**src/rtl/riscv_hazard_ctrl.sv**
```systemverilog
// Issue/hazard controller for the 5-stage core: register scoreboard, MUL/DIV
// EX occupancy sequencing and taken-branch flush/redirect bubbles.
module riscv_hazard_ctrl #(
  parameter int MUL_LAT    = 3,
  parameter int DIV_LAT    = 8,
  parameter int BR_BUBBLES = 1
) (
  input  logic        clk,
  input  logic        reset,
  input  logic        id_valid,
  input  logic [31:0] id_ir,
  input  logic        ex_br_valid,
  input  logic        ex_br_taken,
  input  logic        wb_valid,
  input  logic [4:0]  wb_rd,
  output logic        issue,
  output logic        stall_if,
  output logic        stall_id,
  output logic        ex_hold,
  output logic        flush_if_id,
  output logic [31:0] busy_reg,
  output logic [15:0] stall_count
);

  localparam int LAT_MAX = (MUL_LAT > DIV_LAT) ? MUL_LAT : DIV_LAT;
  localparam int CNT_MAX = (LAT_MAX > BR_BUBBLES) ? LAT_MAX : BR_BUBBLES;
  localparam int CW      = $clog2(CNT_MAX + 1);

  typedef enum logic [1:0] {RUN, EXBUSY, REDIRECT} state_t;

  state_t          state_reg, state_next;
  logic [CW-1:0]   cnt_reg, cnt_next;
  logic [31:0]     busy_next;
  logic [31:0]     src_mask;

  logic [6:0] op;
  logic [2:0] f3;
  logic [4:0] rd, rs1, rs2;
  logic       use_rs1, use_rs2, use_rd, writes_rd, is_mul, is_div;
  logic       hazard, br_flush, stall, set_en;
  logic       unused_ir;

  assign op        = id_ir[6:0];
  assign rd        = id_ir[11:7];
  assign f3        = id_ir[14:12];
  assign rs1       = id_ir[19:15];
  assign rs2       = id_ir[24:20];
  assign unused_ir = ^id_ir[31:25];

  always_comb begin
    use_rs1   = 1'b0;
    use_rs2   = 1'b0;
    use_rd    = 1'b0;
    writes_rd = 1'b0;
    is_mul    = 1'b0;
    is_div    = 1'b0;
    case (op)
      7'd0: begin
        use_rs1   = 1'b1;
        use_rs2   = (f3 <= 3'd3);
        writes_rd = 1'b1;
        is_mul    = (f3 == 3'd2);
        is_div    = (f3 == 3'd3);
      end
      7'd1: begin
        use_rs1   = 1'b1;
        use_rs2   = 1'b1;
        writes_rd = 1'b1;
      end
      7'd2: begin
        use_rs1   = (f3 == 3'd0) || (f3 == 3'd1);
        use_rs2   = (f3 == 3'd0) || (f3 == 3'd1);
        use_rd    = (f3 == 3'd0);
        writes_rd = (f3 == 3'd1);
      end
      7'd3: begin
        use_rs1 = 1'b1;
        use_rd  = 1'b1;
      end
      default: ;
    endcase
  end

  // R0 never appears in the source mask and never becomes busy.
  assign src_mask[0]  = 1'b0;
  assign busy_next[0] = 1'b0;
  genvar gi;
  generate
    for (gi = 1; gi < 32; gi++) begin : g_reg
      assign src_mask[gi] = (use_rs1 && rs1 == 5'(gi)) ||
                            (use_rs2 && rs2 == 5'(gi)) ||
                            ((use_rd || writes_rd) && rd == 5'(gi));
      assign busy_next[gi] = (set_en && rd == 5'(gi)) ||
                             (busy_reg[gi] && !(wb_valid && wb_rd == 5'(gi)));
    end
  endgenerate

  assign hazard   = id_valid && |(src_mask & busy_reg);
  assign br_flush = (state_reg == RUN) && ex_br_valid && ex_br_taken;
  assign set_en   = issue && writes_rd;

  always_comb begin
    state_next  = state_reg;
    cnt_next    = cnt_reg;
    issue       = 1'b0;
    stall       = 1'b0;
    ex_hold     = 1'b0;
    flush_if_id = 1'b0;
    case (state_reg)
      RUN: begin
        if (br_flush) begin
          flush_if_id = 1'b1;
          if (BR_BUBBLES > 0) begin
            state_next = REDIRECT;
            cnt_next   = CW'(BR_BUBBLES);
          end
        end else if (hazard) begin
          stall = 1'b1;
        end else if (id_valid) begin
          issue = 1'b1;
          if (is_mul && MUL_LAT > 1) begin
            state_next = EXBUSY;
            cnt_next   = CW'(MUL_LAT - 1);
          end else if (is_div && DIV_LAT > 1) begin
            state_next = EXBUSY;
            cnt_next   = CW'(DIV_LAT - 1);
          end
        end
      end
      EXBUSY: begin
        ex_hold  = 1'b1;
        stall    = 1'b1;
        cnt_next = cnt_reg - CW'(1);
        if (cnt_reg == CW'(1)) state_next = RUN;
      end
      REDIRECT: begin
        cnt_next = cnt_reg - CW'(1);
        if (cnt_reg == CW'(1)) state_next = RUN;
      end
      default: begin
        state_next = RUN;
        cnt_next   = '0;
      end
    endcase
  end

  assign stall_id = stall;
  assign stall_if = stall;

  always_ff @(posedge clk or posedge reset) begin
    if (reset) begin
      state_reg   <= RUN;
      cnt_reg     <= '0;
      busy_reg    <= '0;
      stall_count <= '0;
    end else begin
      state_reg <= state_next;
      cnt_reg   <= cnt_next;
      busy_reg  <= busy_next;
      if (stall && stall_count != 16'hFFFF) stall_count <= stall_count + 16'd1;
    end
  end

endmodule

```
**config.mk**
```make
export PLATFORM = sky130hd
export DESIGN_NAME = riscv_hazard_ctrl
export DESIGN_NICKNAME = d
export VERILOG_FILES = /design/src/rtl/riscv_hazard_ctrl.sv
export SDC_FILE = /design/constraint.sdc
export NUM_CORES = 1
export LEC_CHECK = 0
export ABC_CLOCK_PERIOD_IN_PS = 4300
export BUFFER_PORTS_ARGS = -buffer_cell sky130_fd_sc_hd__buf_4
export CAP_MARGIN = 20
export CORE_UTILIZATION = 29
export DETAILED_ROUTE_END_ITERATION = 10
export PLACE_DENSITY_LB_ADDON = 0.15
export SLEW_MARGIN = 0
export SYNTH_ARGS = -nofsm -noshare
export SYNTH_HDL_FRONTEND = slang
export SYNTH_SLANG_ARGS = --single-unit
```
**constraint.sdc**
```tcl
create_clock -name clk -period 4.3 [get_ports clk]
set_input_delay 1.075 -clock clk [delete_from_list [all_inputs] [get_ports clk]]
set_output_delay 1.075 -clock clk [all_outputs]
set_load 0.01 [all_outputs]
```
== Yosys cells after proc, flatten, opt, wreduce, memory -nomap -nowiden ==
Cells that the tools add are included.

* Add/sub/neg operators: 2
* $lt $le $gt $ge: 1
* Equal/unequal tests: 138
* Muxes and demuxes: 29
* Bitwise gates (word level): 1
* Reductions and logical operators: 326

{| class="wikitable"
|+ Operators by type and width
! operator !! number
|-
| $eq A5 B5 Y1 const B || 64
|-
| $logic_and A1 B1 Y1 || 191
|-
| $eq A5 B4 Y1 const B || 32
|-
| $logic_or A1 B1 Y1 || 95
|-
| $eq A5 B3 Y1 const B || 16
|-
| $eq A5 B2 Y1 const B || 8
|-
| $and A32 B32 Y32 || 1
|-
| $reduce_or A32 Y1 || 1
|-
| $logic_not A1 Y1 || 31
|-
| $eq A5 B1 Y1 const B || 4
|-
| $mux W4 || 5
|-
| $add A16 B1 Y16 const B || 1
|-
| $ne A16 B16 Y1 const B || 1
|-
| $eq A7 B2 Y1 const B || 2
|-
| $mux W2 || 6
|-
| $mux W1 || 11
|-
| $pmux W1 S2 || 4
|-
| $pmux W4 S2 || 1
|-
| $eq A7 B1 Y1 const B || 1
|-
| $logic_not A7 Y1 || 1
|-
| $eq A3 B2 Y1 const B || 2
|-
| $ne A3 B3 Y1 const B || 2
|-
| $eq A4 B1 Y1 const B || 1
|-
| $ne A4 B4 Y1 const B || 1
|-
| other kinds (14) || 15
|}

* Flip-flop bits (word level): 53
* Output and inout bits: 53

== Logic depth before layout (Yosys ltp) ==
Gate-level depths: netlist of run 1.

* Depth after elaboration: 15
* Depth in mapped cells: 11
* Gate-level depth less buffers: 8

== Worst setup path before layout of run 1 ==
No wires, ideal clock.

* Path type: input -> output
* From: input port id_ir[21]
* To: output port stall_if
* Arrival time: 3065 ps
* Slack: 160 ps
* Stages: 9
* Buffers on the path: 4
* Cell sequence: buf_2 > clkbuf_1 > mux4_2 > nand3_1 > a31oi_1 > nor4bb_1 > a41oi_2 > buf_2 > buf_4

* Cells in the longest elaborated chain, start to end: 10

{| class="wikitable"
|+ Ends and longest elaborated chain
! element !! RTL line !! source
|-
| from (decl) || 11 || <nowiki>input logic [31:0] id_ir,</nowiki>
|-
| $eq A5 B1 Y1 (tied with other cells) || 91 || <nowiki>(use_rs2 && rs2 == 5'(gi)) ||</nowiki>
|-
| $logic_and A1 B1 Y1 || 91 ||
|-
| $logic_or A1 B1 Y1 || 90 || <nowiki>assign src_mask[gi] = (use_rs1 && rs1 == 5'(gi)) ||</nowiki>
|-
| $logic_or A1 B1 Y1 || 91 ||
|-
| $and A32 B32 Y32 (*) || 98 || <nowiki>assign hazard = id_valid && |(src_mask & busy_reg);</nowiki>
|-
| $reduce_or A32 Y1 (*) || 98 ||
|-
| $logic_and A1 B1 Y1 (*) || 98 ||
|-
| $mux W1 (*) || 117 || <nowiki>end else if (hazard) begin</nowiki>
|-
| $mux W1 (*) || 111 || <nowiki>if (br_flush) begin</nowiki>
|-
| $pmux W1 S2 (*) || 109 || <nowiki>case (state_reg)</nowiki>
|-
| to (decl) || 17 || <nowiki>output logic stall_if,</nowiki>
|}

Mark *: on every way between the ends. The rest lies on a longest branch, timed or not.

== Worst setup path in the final report of run 1 ==
* From: input port id_ir[10]
* To: output port stall_if

* Cells in the longest elaborated chain, start to end: 9

{| class="wikitable"
|+ Ends and longest elaborated chain
! element !! RTL line !! source
|-
| $eq A5 B1 Y1 (tied with other cells) || 92 || <nowiki>((use_rd || writes_rd) && rd == 5'(gi));</nowiki>
|-
| $logic_and A1 B1 Y1 || 92 ||
|-
| $logic_or A1 B1 Y1 || 91 ||
|-
| $and A32 B32 Y32 (*) || 98 ||
|-
| $reduce_or A32 Y1 (*) || 98 ||
|-
| $logic_and A1 B1 Y1 (*) || 98 ||
|-
| $mux W1 (*) || 117 ||
|-
| $mux W1 (*) || 111 ||
|-
| $pmux W1 S2 (*) || 109 ||
|}

Marked as above.

==> flow_summary.yaml, run 1 <==
status:
  run_status: "finished, final reports clean"
drt:
  totalWireLength_mm: 14.6
  drtAntennaViolNets: 0
  routed_wire_length_per_instance_um: 19.5
  drt_first_iter_violations: 262
  dr.pass1.iters: 4
  remaining_drc_errors: 0
  vias: 4195
  vias_per_cell: 5.62
grt:
  antenna_found_initial: 0
  grt_max_degree: 32
  global_route.overflow_total: 0
  first_global_vias: 4014
  overall_track_demand_over_capacity_in_global_routing_pct: 20.4
  first_pass_grt_wire_length_mm: 22.9
sta:
  clock_skew_ns: 0.00651
  min_period_over_period_pct: 96.5
  hold_violations: 0
  unrepaired_setup_endpoints_after_global_routing: "no"
  timing.final.max_slew_violations: 0
  slew_headroom_pct: 50.3
  final-setup-viol-count: 0
  finalWorstSetupSlack_ns: 0.151
  layout_min_cycle_time_ns: 4.15
  timing_worst_slew_pin_value_ns: 0.740
  max_clock_freq_ghz: 0.241
  fin_tns_setup_ns: 0
cts:
  path_clk_slew_ns: 0.07
  cts.root.buffer_cell: "sky130_fd_sc_hd__clkbuf_16"
  clkSinkCount: 53
  cts.repair.resized: 0
  tritoncts.num_buffers: 5
  clkLatencyLatePin_ns: 0.30
  clockBufferDepth: 2
  tritoncts: "done"
  cts_hold_buf: 0
  h_tree_lvl_count: 2
  cts_post_setup_buffers_inserted: 0
critical_path:
  cp_common_cell: "sky130_fd_sc_hd__buf_4"
  end_kind: "output pin"
  setup.worst_path.class: "in2out"
  crit_chain: "buf_4 > buf_4 > or4b_2 > o32ai_1 > a31oi_1 > a41oi_1 > nor4_2 > a41oi_2 > buf_4"
  worst-endpoint-arrival_ns: 3.07
  critPathMaxFanout: 12
  slowest_stage_delay_cp_ns: 0.61
  cp_data_required_time_ns: 3.22
  critPathSlowestCell: "sky130_fd_sc_hd__or4b_2"
  worst_setup_path_start_kind: "input port"
die:
  fp.coreArea_mm2: 0.0139
  ios: 96
  die_h_um: 121
  die_width_um: 121
  floorplan.die_area_mm2: 0.0147
  placement_rows: 43
  initial_utilization_pct: 29.7
synthesis:
  synth_cell_types: 66
  syn_avg_cell_area_um2: 8.53
  nets_in_the_synthesized_netlist: 532
  synth-seq-area-share_pct: 32.2
  synth_cells: 483
  synth.cell_area_mm2: 0.00412
  yosys_register_bits: 53
  ys_async_sr_fraction_pct: 100
  ys_warn_count: 0
  synth_top_flop_cell: "sky130_fd_sc_hd__dfrtp_1"
  synth_edf_count: 0
power_and_ir_drop:
  powerDensity_mw_per_mm2: 259
  worst_ir_drop_vdd_mv: 0.125
  power.leakage_uw: 0.00214
placement:
  hpwlAfterDp_mm: 11.2
  place_inst: 739
  gpl.final_weighted_congestion: 0.933
  port_buffer_count: 87
  place_ws_ns: 0.116
cells_and_area:
  fin_cells: 747
  fraction_of_final_layout_cells_with_drive_strength_greater_than_1_pct: 25.9
  largest_register_ff_count: 31
  layout-area-overhead-vs-synth_pct: 25.5
  num-fill-cells: 1499
  finalCoreUtilization_pct: 37.2
  nets: 615
  antenna_cells_inserted: 0
min_path:
  worst_hold_path_type: "reg2reg"
job:
  timing.max_cap.violations: 0
-- path summary, 6_finish.rpt --
kind                            cells after the start  slack (ns)       startpoint         endpoint
worst max-delay path                                9        0.15        id_ir[10]         stall_if
worst min-delay path                                1        0.50  stall_count[13]  stall_count[13]
worst max register to register                      8        1.20     busy_reg[26]      busy_reg[9]
worst min register to register                      1        0.50  stall_count[13]  stall_count[13]
max in group asynchronous                           3        2.68            reset     busy_reg[16]
min in group asynchronous                           2        0.82            reset     state_reg[0]
-- final cells by class --
class | instances | area, um2 | share of cell area [%]
inverters | 15 | 56.3 | 1.09
clock buffers | 6 | 129 | 2.49
flip-flops and latches | 53 | 1330 | 25.7
clock inverters | 2 | 38.8 | 0.750
well taps | 180 | 225 | 4.36
repair buffers | 109 | 818 | 15.8
multi-input cells | 382 | 2580 | 49.8
-- per-layer routing --
layer | share of wire (%) | wire length (um) | vias to the layer above | global-route usage (%)
met5 | 0 | 0 | - | 0
met4 | 2.2 | 322 | 0 | 6.87
met3 | 7.7 | 1120 | 21 | 3.15
met2 | 44 | 6370 | 154 | 30.4
met1 | 46 | 6760 | 2039 | 29.7
li1 | - | - | 1981 | -
-- per-stage QoR --
step	total power (uW)	hold WS, ns	cell area [um2]
floorplan	763	0.496	4120
global placement	882	0.481	5000
detailed placement	886	0.482	5000
CTS	1350	0.499	5170
global route	1420	0.532	5170
finish	1340	0.496	5170
-- where the power goes --
group / switching (uW) / total, uW / leakage (uW) / internal [uW]
registers: 23.8 / 548 / 0.000729 / 525
logic: 188 / 328 / 0.00133 / 140
clock network: 185 / 462 / 0.0000810 / 276
total: 397 / 1340 / 0.00214 / 941
-- synthesized netlist by cell type (3+ instances only) --
cell,count,area (um2)
sky130_fd_sc_hd__o32ai_1,5,43.8
sky130_fd_sc_hd__o21ai_1,16,80.1
sky130_fd_sc_hd__or4b_2,3,30.0
sky130_fd_sc_hd__nand3_1,31,155
sky130_fd_sc_hd__a32oi_1,3,26.3
sky130_fd_sc_hd__o22ai_1,8,50.1
sky130_fd_sc_hd__mux2i_1,13,130
sky130_fd_sc_hd__buf_4,3,22.5
sky130_fd_sc_hd__a31oi_1,3,18.8
sky130_fd_sc_hd__ha_1,6,75.1
sky130_fd_sc_hd__clkbuf_1,12,45.0
sky130_fd_sc_hd__nor4b_1,3,26.3
sky130_fd_sc_hd__buf_2,15,75.1
sky130_fd_sc_hd__or3_1,3,18.8
sky130_fd_sc_hd__nand2_1,40,150
sky130_fd_sc_hd__o21ai_0,44,220
sky130_fd_sc_hd__nand2b_1,14,87.6
sky130_fd_sc_hd__a32o_1,4,40.0
sky130_fd_sc_hd__nor2b_1,14,87.6
sky130_fd_sc_hd__and4b_1,3,30.0
sky130_fd_sc_hd__dfrtp_1,53,1330
sky130_fd_sc_hd__nand3b_1,10,75.1
sky130_fd_sc_hd__or2_2,5,31.3
sky130_fd_sc_hd__inv_1,15,56.3
sky130_fd_sc_hd__o31ai_2,14,175
sky130_fd_sc_hd__o32a_1,3,30.0
sky130_fd_sc_hd__nor3b_1,6,45.0
sky130_fd_sc_hd__nand4b_1,5,43.8
sky130_fd_sc_hd__xnor2_1,14,123
sky130_fd_sc_hd__nand4_1,15,93.8
sky130_fd_sc_hd__a22oi_1,3,22.5
sky130_fd_sc_hd__and4_1,5,43.8
sky130_fd_sc_hd__mux2_1,3,33.8
sky130_fd_sc_hd__nor3_1,7,35.0
sky130_fd_sc_hd__nor2_1,18,67.6
sky130_fd_sc_hd__and2_1,7,43.8
sky130_fd_sc_hd__a21oi_1,9,45.0
sky130_fd_sc_hd__and3_1,12,75.1
-- layout by cell type, fill, tap and decap left out, drive strengths merged, types with 3 or more instances in the layout --
cell | synthesis | routed
nor2 | 18 | 18
o31ai | 14 | 14
nor2b | 14 | 14
nor3 | 7 | 7
and4 | 5 | 5
mux2 | 5 | 5
a32o | 4 | 4
a21oi | 9 | 9
and2 | 7 | 7
mux2i | 13 | 13
nor4b | 3 | 3
o22ai | 8 | 8
dfrtp | 53 | 53
clkbuf | 12 | 6
and4b | 3 | 3
nand3 | 31 | 31
buf | 21 | 109
or3 | 4 | 4
o32a | 3 | 3
or2 | 5 | 5
and3 | 12 | 12
a32oi | 3 | 3
nand3b | 10 | 10
or4b | 3 | 3
o21ai | 60 | 60
nor3b | 6 | 6
nand2 | 40 | 40
ha | 6 | 6
inv | 15 | 15
nand4 | 15 | 15
xnor2 | 14 | 14
a22oi | 3 | 3
o32ai | 5 | 5
nand2b | 14 | 14
a31oi | 3 | 3
nand4b | 5 | 5
-- logic make-up (layout without fill, tap and decap cells) --
logic type / after synthesis / count (layout) / share of synthesized area (%)
AOI/OAI and AO/OA: 134 / 134 / 23.1
xor gates and xnor gates: 14 / 14 / 2.98
adders and majority gates: 6 / 6 / 1.82
buffers and inverters: 48 / 132 / 5.28
DFF: 53 / 53 / 32.2
muxes: 19 / 19 / 5.07
other: 1 / 1 / 0.0910
and+or+nand+nor: 208 / 208 / 29.4
-- worst max-delay path, delay by kind of cell --
family / cells / cell delay [ns]
AND/OR/NAND/NOR: 2 / 0.74
buffers and inverters: 3 / 0.47
AO/OA/AOI/OAI: 4 / 0.79
No activity file was read; power rests on OpenSTA's default activity.
==> run 2: changes to the inputs <==
--- a/config.mk
+++ b/config.mk
@@ -9,4 +9,5 @@
 export BUFFER_PORTS_ARGS = -buffer_cell sky130_fd_sc_hd__buf_4
 export CAP_MARGIN = 20
+export CORE_MARGIN = 2
 export CORE_UTILIZATION = 29
 export DETAILED_ROUTE_END_ITERATION = 10
==> constraint.sdc (replaced) <==
create_clock -name clk -period 4.3 [get_ports clk]
set_input_delay 0.215 -clock clk [delete_from_list [all_inputs] [get_ports clk]]
set_output_delay 0.215 -clock clk [all_outputs]
set_load 0.01 [all_outputs]
==> run 2 against run 1 <==
Against the previous run: routed wire length fell by 0.12%; die area rose by 3.3%; clock-buffer cell count is 1 lower; highest routed layer unchanged; sequential share of layout area is 0.61 points higher.
==> flow_summary.yaml, run 2 (same netlist as run 1, synthesis figures left out) <==
placement:
  place_ws_ns: 1.07
  port_buffer_count: 87
  hpwlAfterDp_mm: 10.9
  gpl.final_weighted_congestion: 0.927
  place_inst: 720
power_and_ir_drop:
  netSwitchingFraction_pct: 28.7
  power.sequential.fraction_pct: 39.8
  p_total_uw: 1380
  cellInternalPower_uw: 983
  share_comb_of_total_power_pct: 22.5
  powerDensity_mw_per_mm2: 273
  power.leakage_uw: 0.00206
  worst_ir_drop_vdd_mv: 0.163
  power.switching_uw: 395
  power_frac_clock_pct: 37.7
cells_and_area:
  antenna_cells_inserted: 0
  total_area_of_multi_input_combinational_cells_mm2: 0.00258
  largest_register_ff_count: 31
  finalCoreUtilization_pct: 36.4
  num-fill-cells: 1468
  fraction_of_final_layout_cells_with_drive_strength_greater_than_1_pct: 23.5
  layout.cells.most_common: "sky130_fd_sc_hd__buf_4"
  nets: 596
  fin_cells: 728
  storage_element_area_mm2: 0.00133
  mostFrequentLayoutCells: "sky130_fd_sc_hd__buf_4 (90), sky130_fd_sc_hd__dfrtp_1 (53), sky130_fd_sc_hd__o21ai_0 (44)"
  layout-area-overhead-vs-synth_pct: 22.6
cts:
  h_tree_lvl_count: 2
  path_clk_slew_ns: 0.07
  cts_hold_buf: 0
  cts_post_setup_buffers_inserted: 0
  cts.repair.resized: 0
  tritoncts: "done"
  tritoncts.num_buffers: 5
  clkSinkCount: 53
  clockBufferDepth: 2
  cts.root.buffer_cell: "sky130_fd_sc_hd__clkbuf_16"
  clkLatencyLatePin_ns: 0.29
status:
  run_status: "finished, final reports clean"
critical_path:
  setup.worst_path.class: "reg2out"
  reg2reg_from: "busy_reg[18]"
  cp_top_family: "compound AO/OA/AOI/OAI gates"
  worst_setup_path_start_kind: "flop"
  crit_chain: "mux2_1 > a32o_1 > a311oi_1 > nand4_1 > o31ai_2 > a41oi_2 > buf_4 > buf_4"
  rr_worst_depth: 8
  rrSetupSlack_ns: 1.15
  cp_data_required_time_ns: 4.09
  rr_endpoint: "busy_reg[9]"
  end_kind: "output pin"
  worst_path_buf_inv: 2
  critPathMaxFanout: 11
  slowest_stage_delay_cp_ns: 0.47
  worst-endpoint-arrival_ns: 3.09
  cp_common_cell: "sky130_fd_sc_hd__buf_4"
  critPathSlowestCell: "sky130_fd_sc_hd__dfrtp_1"
die:
  ios: 96
  initial_utilization_pct: 29.7
  floorplan.die_area_mm2: 0.0152
  die_width_um: 123
  fp.coreArea_mm2: 0.0139
  die_h_um: 123
  placement_rows: 43
drt:
  drt_first_iter_violations: 350
  vias: 4156
  routed_wire_length_per_instance_um: 20.0
  totalWireLength_mm: 14.6
  dr.pass1.iters: 5
  drtAntennaViolNets: 0
  vias_per_cell: 5.71
  remaining_drc_errors: 0
sta:
  timing_worst_slew_pin_value_ns: 1.12
  slew_headroom_pct: 25.0
  unrepaired_setup_endpoints_after_global_routing: "no"
  final-setup-viol-count: 0
  finalWorstSetupSlack_ns: 0.998
  clock_skew_ns: 0.00374
  max_clock_freq_ghz: 0.303
  layout_min_cycle_time_ns: 3.30
  hold_violations: 0
  fin_tns_setup_ns: 0
  min_period_over_period_pct: 76.8
  timing.final.max_slew_violations: 0
grt:
  antenna_found_initial: 0
  grt_max_degree: 54
  global_route.overflow_total: 0
  first_pass_grt_wire_length_mm: 22.4
  overall_track_demand_over_capacity_in_global_routing_pct: 19.2
  first_global_vias: 3928
job:
  timing.max_cap.violations: 0
min_path:
  worst_hold_path_type: "in2async"
## run 2: metal layers
| metal | up-vias | track usage [%] | wire, um |
|---|---|---|---|
| met4 | 0 | 6.18 | 275 |
| met3 | 15 | 2.08 | 824 |
| met5 | - | 0 | 0 |
| met1 | 2047 | 28.8 | 7080 |
| li1 | 1948 | - | - |
| met2 | 146 | 28.8 | 6380 |
## run 2: cell type report
| class | count | area share, % |
|---|---|---|
| multi-input cells | 382 | 51.0 |
| flip-flops and latches | 53 | 26.3 |
| repair buffers | 90 | 13.4 |
| well taps | 180 | 4.46 |
| clock buffers | 5 | 2.48 |
| clock inverters | 3 | 1.29 |
| inverters | 15 | 1.11 |
## run 2: worst max path at each step
stage | from | to | slack, ns | cells after the start
after floorplan | busy_reg[26] | busy_reg[10] | 1.70 | 9
after global placement | id_ir[11] | busy_reg[9] | 1.14 | 9
after detailed placement | id_ir[11] | busy_reg[9] | 1.07 | 9
after CTS | busy_reg[18] | stall_if | 1.04 | 8
after global routing | busy_reg[26] | stall_id | 0.93 | 8
final | busy_reg[18] | stall_if | 1.0 | 8
## run 2: metrics by stage
| step | area [um2] | hold WS [ns] |
|---|---|---|
| 6_report | 5050 | 0.103 |
| 2_1_floorplan | 4120 | 0.416 |
| 3_3_place_gp | 4860 | 0.451 |
| 3_5_place_dp | 4860 | 0.455 |
| 4_1_cts | 5050 | 0.134 |
| 5_1_grt | 5050 | 0.168 |
## run 2: power by group through the flow
stage	Clock, uW	Sequential [uW]	Combinational [uW]
after global routing	549	552	343
after CTS	531	547	311
final	519	548	310
after global placement	0	558	307
after detailed placement	0	557	309
after floorplan	0	553	210
## run 2: worst register-to-register path, delay by kind of cell, from the launching register on
family | cells | cell delay, ns
multiplexers | 1 | 0.33
AND/OR/NAND/NOR | 3 | 0.98
AO/OA/AOI/OAI | 4 | 1.26
flip-flops | 1 | 0.47
==> run 3: changes to the inputs <==
ABC_CLOCK_PERIOD_IN_PS = 2850   (was 4300)
clock period = 2.85 ns   (was 4.3 ns; I/O delays follow)
==> run 3 against run 2 <==
Against the previous run: register-to-register slack worse by 1.1 ns; die area did not move; clock power increased by 36%.
==> flow_summary.yaml, run 3 (same netlist as run 1, synthesis figures left out) <==
cells_and_area:
  final_cell_area_mm2: 0.00541
  antenna_cells_inserted: 0
  mostFrequentLayoutCells: "sky130_fd_sc_hd__buf_4 (127), sky130_fd_sc_hd__dfrtp_1 (53), sky130_fd_sc_hd__o21ai_0 (44)"
  largest_register_ff_count: 31
  fraction_of_final_layout_cells_with_drive_strength_greater_than_1_pct: 29.0
  finalCoreUtilization_pct: 38.9
  layout.cells.most_common: "sky130_fd_sc_hd__buf_4"
  layout-area-overhead-vs-synth_pct: 31.2
  num-fill-cells: 1440
  nets: 637
  fin_cells: 769
cts:
  tritoncts.num_buffers: 5
  clkSinkCount: 53
  clockBufferDepth: 2
  cts.root.buffer_cell: "sky130_fd_sc_hd__clkbuf_16"
  tritoncts: "done"
  path_clk_slew_ns: 0.07
  clkLatencyLatePin_ns: 0.29
  h_tree_lvl_count: 2
placement:
  port_buffer_count: 87
  post_dp_cell_area_mm2: 0.00518
  place_inst: 759
  gpl.final_weighted_congestion: 0.896
  hpwlAfterDp_mm: 12.4
die:
  die_h_um: 123
  initial_utilization_pct: 29.7
  die_width_um: 123
  placement_rows: 43
  ios: 96
  fp.coreArea_mm2: 0.0139
  floorplan.die_area_mm2: 0.0152
grt:
  overall_track_demand_over_capacity_in_global_routing_pct: 20.9
  first_pass_grt_wire_length_mm: 24.1
  antenna_found_initial: 0
  grt_max_degree: 33
  global_route.overflow_total: 0
  first_global_vias: 4212
sta:
  unrepaired_setup_endpoints_after_global_routing: "yes"
  timing.final.max_slew_violations: 0
  max_clock_freq_ghz: 0.359
  layout_min_cycle_time_ns: 2.78
  final-setup-viol-count: 0
  timing_worst_slew_pin_value_ns: 0.733
  slew_headroom_pct: 51.0
  hold_violations: 0
  fin_tns_setup_ns: 0
  min_period_over_period_pct: 97.7
  clock_skew_ns: 0.00321
drt:
  vias_per_cell: 5.73
  vias: 4404
  totalWireLength_mm: 15.8
  drtAntennaViolNets: 0
  route.met3.wl_mm: 1.13
  dr.pass1.iters: 5
  drt_first_iter_violations: 363
  remaining_drc_errors: 0
  top_layer_reached_by_signal_wires: "met4"
  detailroute.wirelength.met2_mm: 7.10
  wl_met1_mm: 7.37
  routed_wire_length_per_instance_um: 20.5
critical_path:
  critPathSlowestCell: "sky130_fd_sc_hd__or3_4"
  setup.worst_path.class: "reg2reg"
  critPathMaxFanout: 18
  worst_setup_path_start_kind: "flop"
  worst-endpoint-arrival_ns: 2.98
  end_kind: "flop"
  slowest_stage_delay_cp_ns: 0.47
  cp_common_cell: "sky130_fd_sc_hd__nand4_1"
  crit_chain: "mux2_1 > a32o_1 > a311oi_2 > nand4_1 > o31ai_2 > buf_4 > nand4_1 > or3_4 > buf_12 > o21ai_1"
  cp_data_required_time_ns: 3.05
power_and_ir_drop:
  powerDensity_mw_per_mm2: 379
  p_total_uw: 2050
  power.leakage_uw: 0.00227
  worst_ir_drop_vdd_mv: 0.349
min_path:
  worst_hold_path_type: "in2reg"
status:
  run_status: "finished, final reports clean"
job:
  timing.max_cap.violations: 0
[run 3: cell types whose count changed in the layout (fill, tap and decap cells not counted), sizes merged]
cell,delta
clkbuf,+1
buf,+40
bufinv,-1
dlygate4sd3,+1
[run 3: path summary, 6_finish.rpt]
kind                            startpoint         endpoint  slack, ns  cells past startpoint
max reg2reg                   busy_reg[18]     busy_reg[31]       0.07                     10
min                               id_ir[8]     busy_reg[24]       0.26                      4
min in group asynchronous            reset       cnt_reg[1]       0.53                      3
max in group asynchronous            reset   stall_count[1]       1.64                      4
max                           busy_reg[18]     busy_reg[31]       0.07                     10
min reg2reg                stall_count[13]  stall_count[13]       0.50                      1
[run 3: what timing repair did]
action,CTS,global route
hold buffers,1,0
endpoints found under the setup margin,6,6
endpoints found under the hold margin,8,0
pin swaps,1,4
buffers inserted,0,1
gates cloned,0,0
gates resized for setup,1,6
[run 3: routing by layer]
layer  vias to the layer above  GRT usage, %
met3                        12          3.41
met2                       167          32.0
li1                       2034             -
met1                      2191          30.5
met5                         -             0
met4                         0          4.83
[run 3: area by class of cell]
cell class / instances / area [um2] / area share, %
sequential: 53 / 1330 / 24.5
tap: 180 / 225 / 4.17
inverter: 15 / 56.3 / 1.04
clock buffer: 6 / 129 / 2.38
multi-input combinational: 382 / 2620 / 48.4
timing repair buffer: 131 / 1010 / 18.8
clock inverter: 2 / 38.8 / 0.718
[run 3: report_power, final]
part / switching (uW) / total, uW / internal, uW
registers: 35.3 / 827 / 791
logic: 299 / 516 / 217
clock network: 287 / 704 / 417
[run 3: through the flow]
step / hold WS (ns) / worst slack (ns)
6_report: 0.265 / 0.0664
5_1_grt: 0.266 / -0.00212
4_1_cts: 0.256 / 0.0607
3_5_place_dp: 0.313 / -0.0279
3_3_place_gp: 0.298 / 0.0705
2_1_floorplan: 0.343 / 0.253
[run 3: worst max-delay path, delay by kind of cell (launching register included)]
kind            cells  cell delay, ns
flops               1            0.42
mux                 1            0.31
buf+inv             2            0.34
simple gates        3            0.72
compound gates      4            0.91
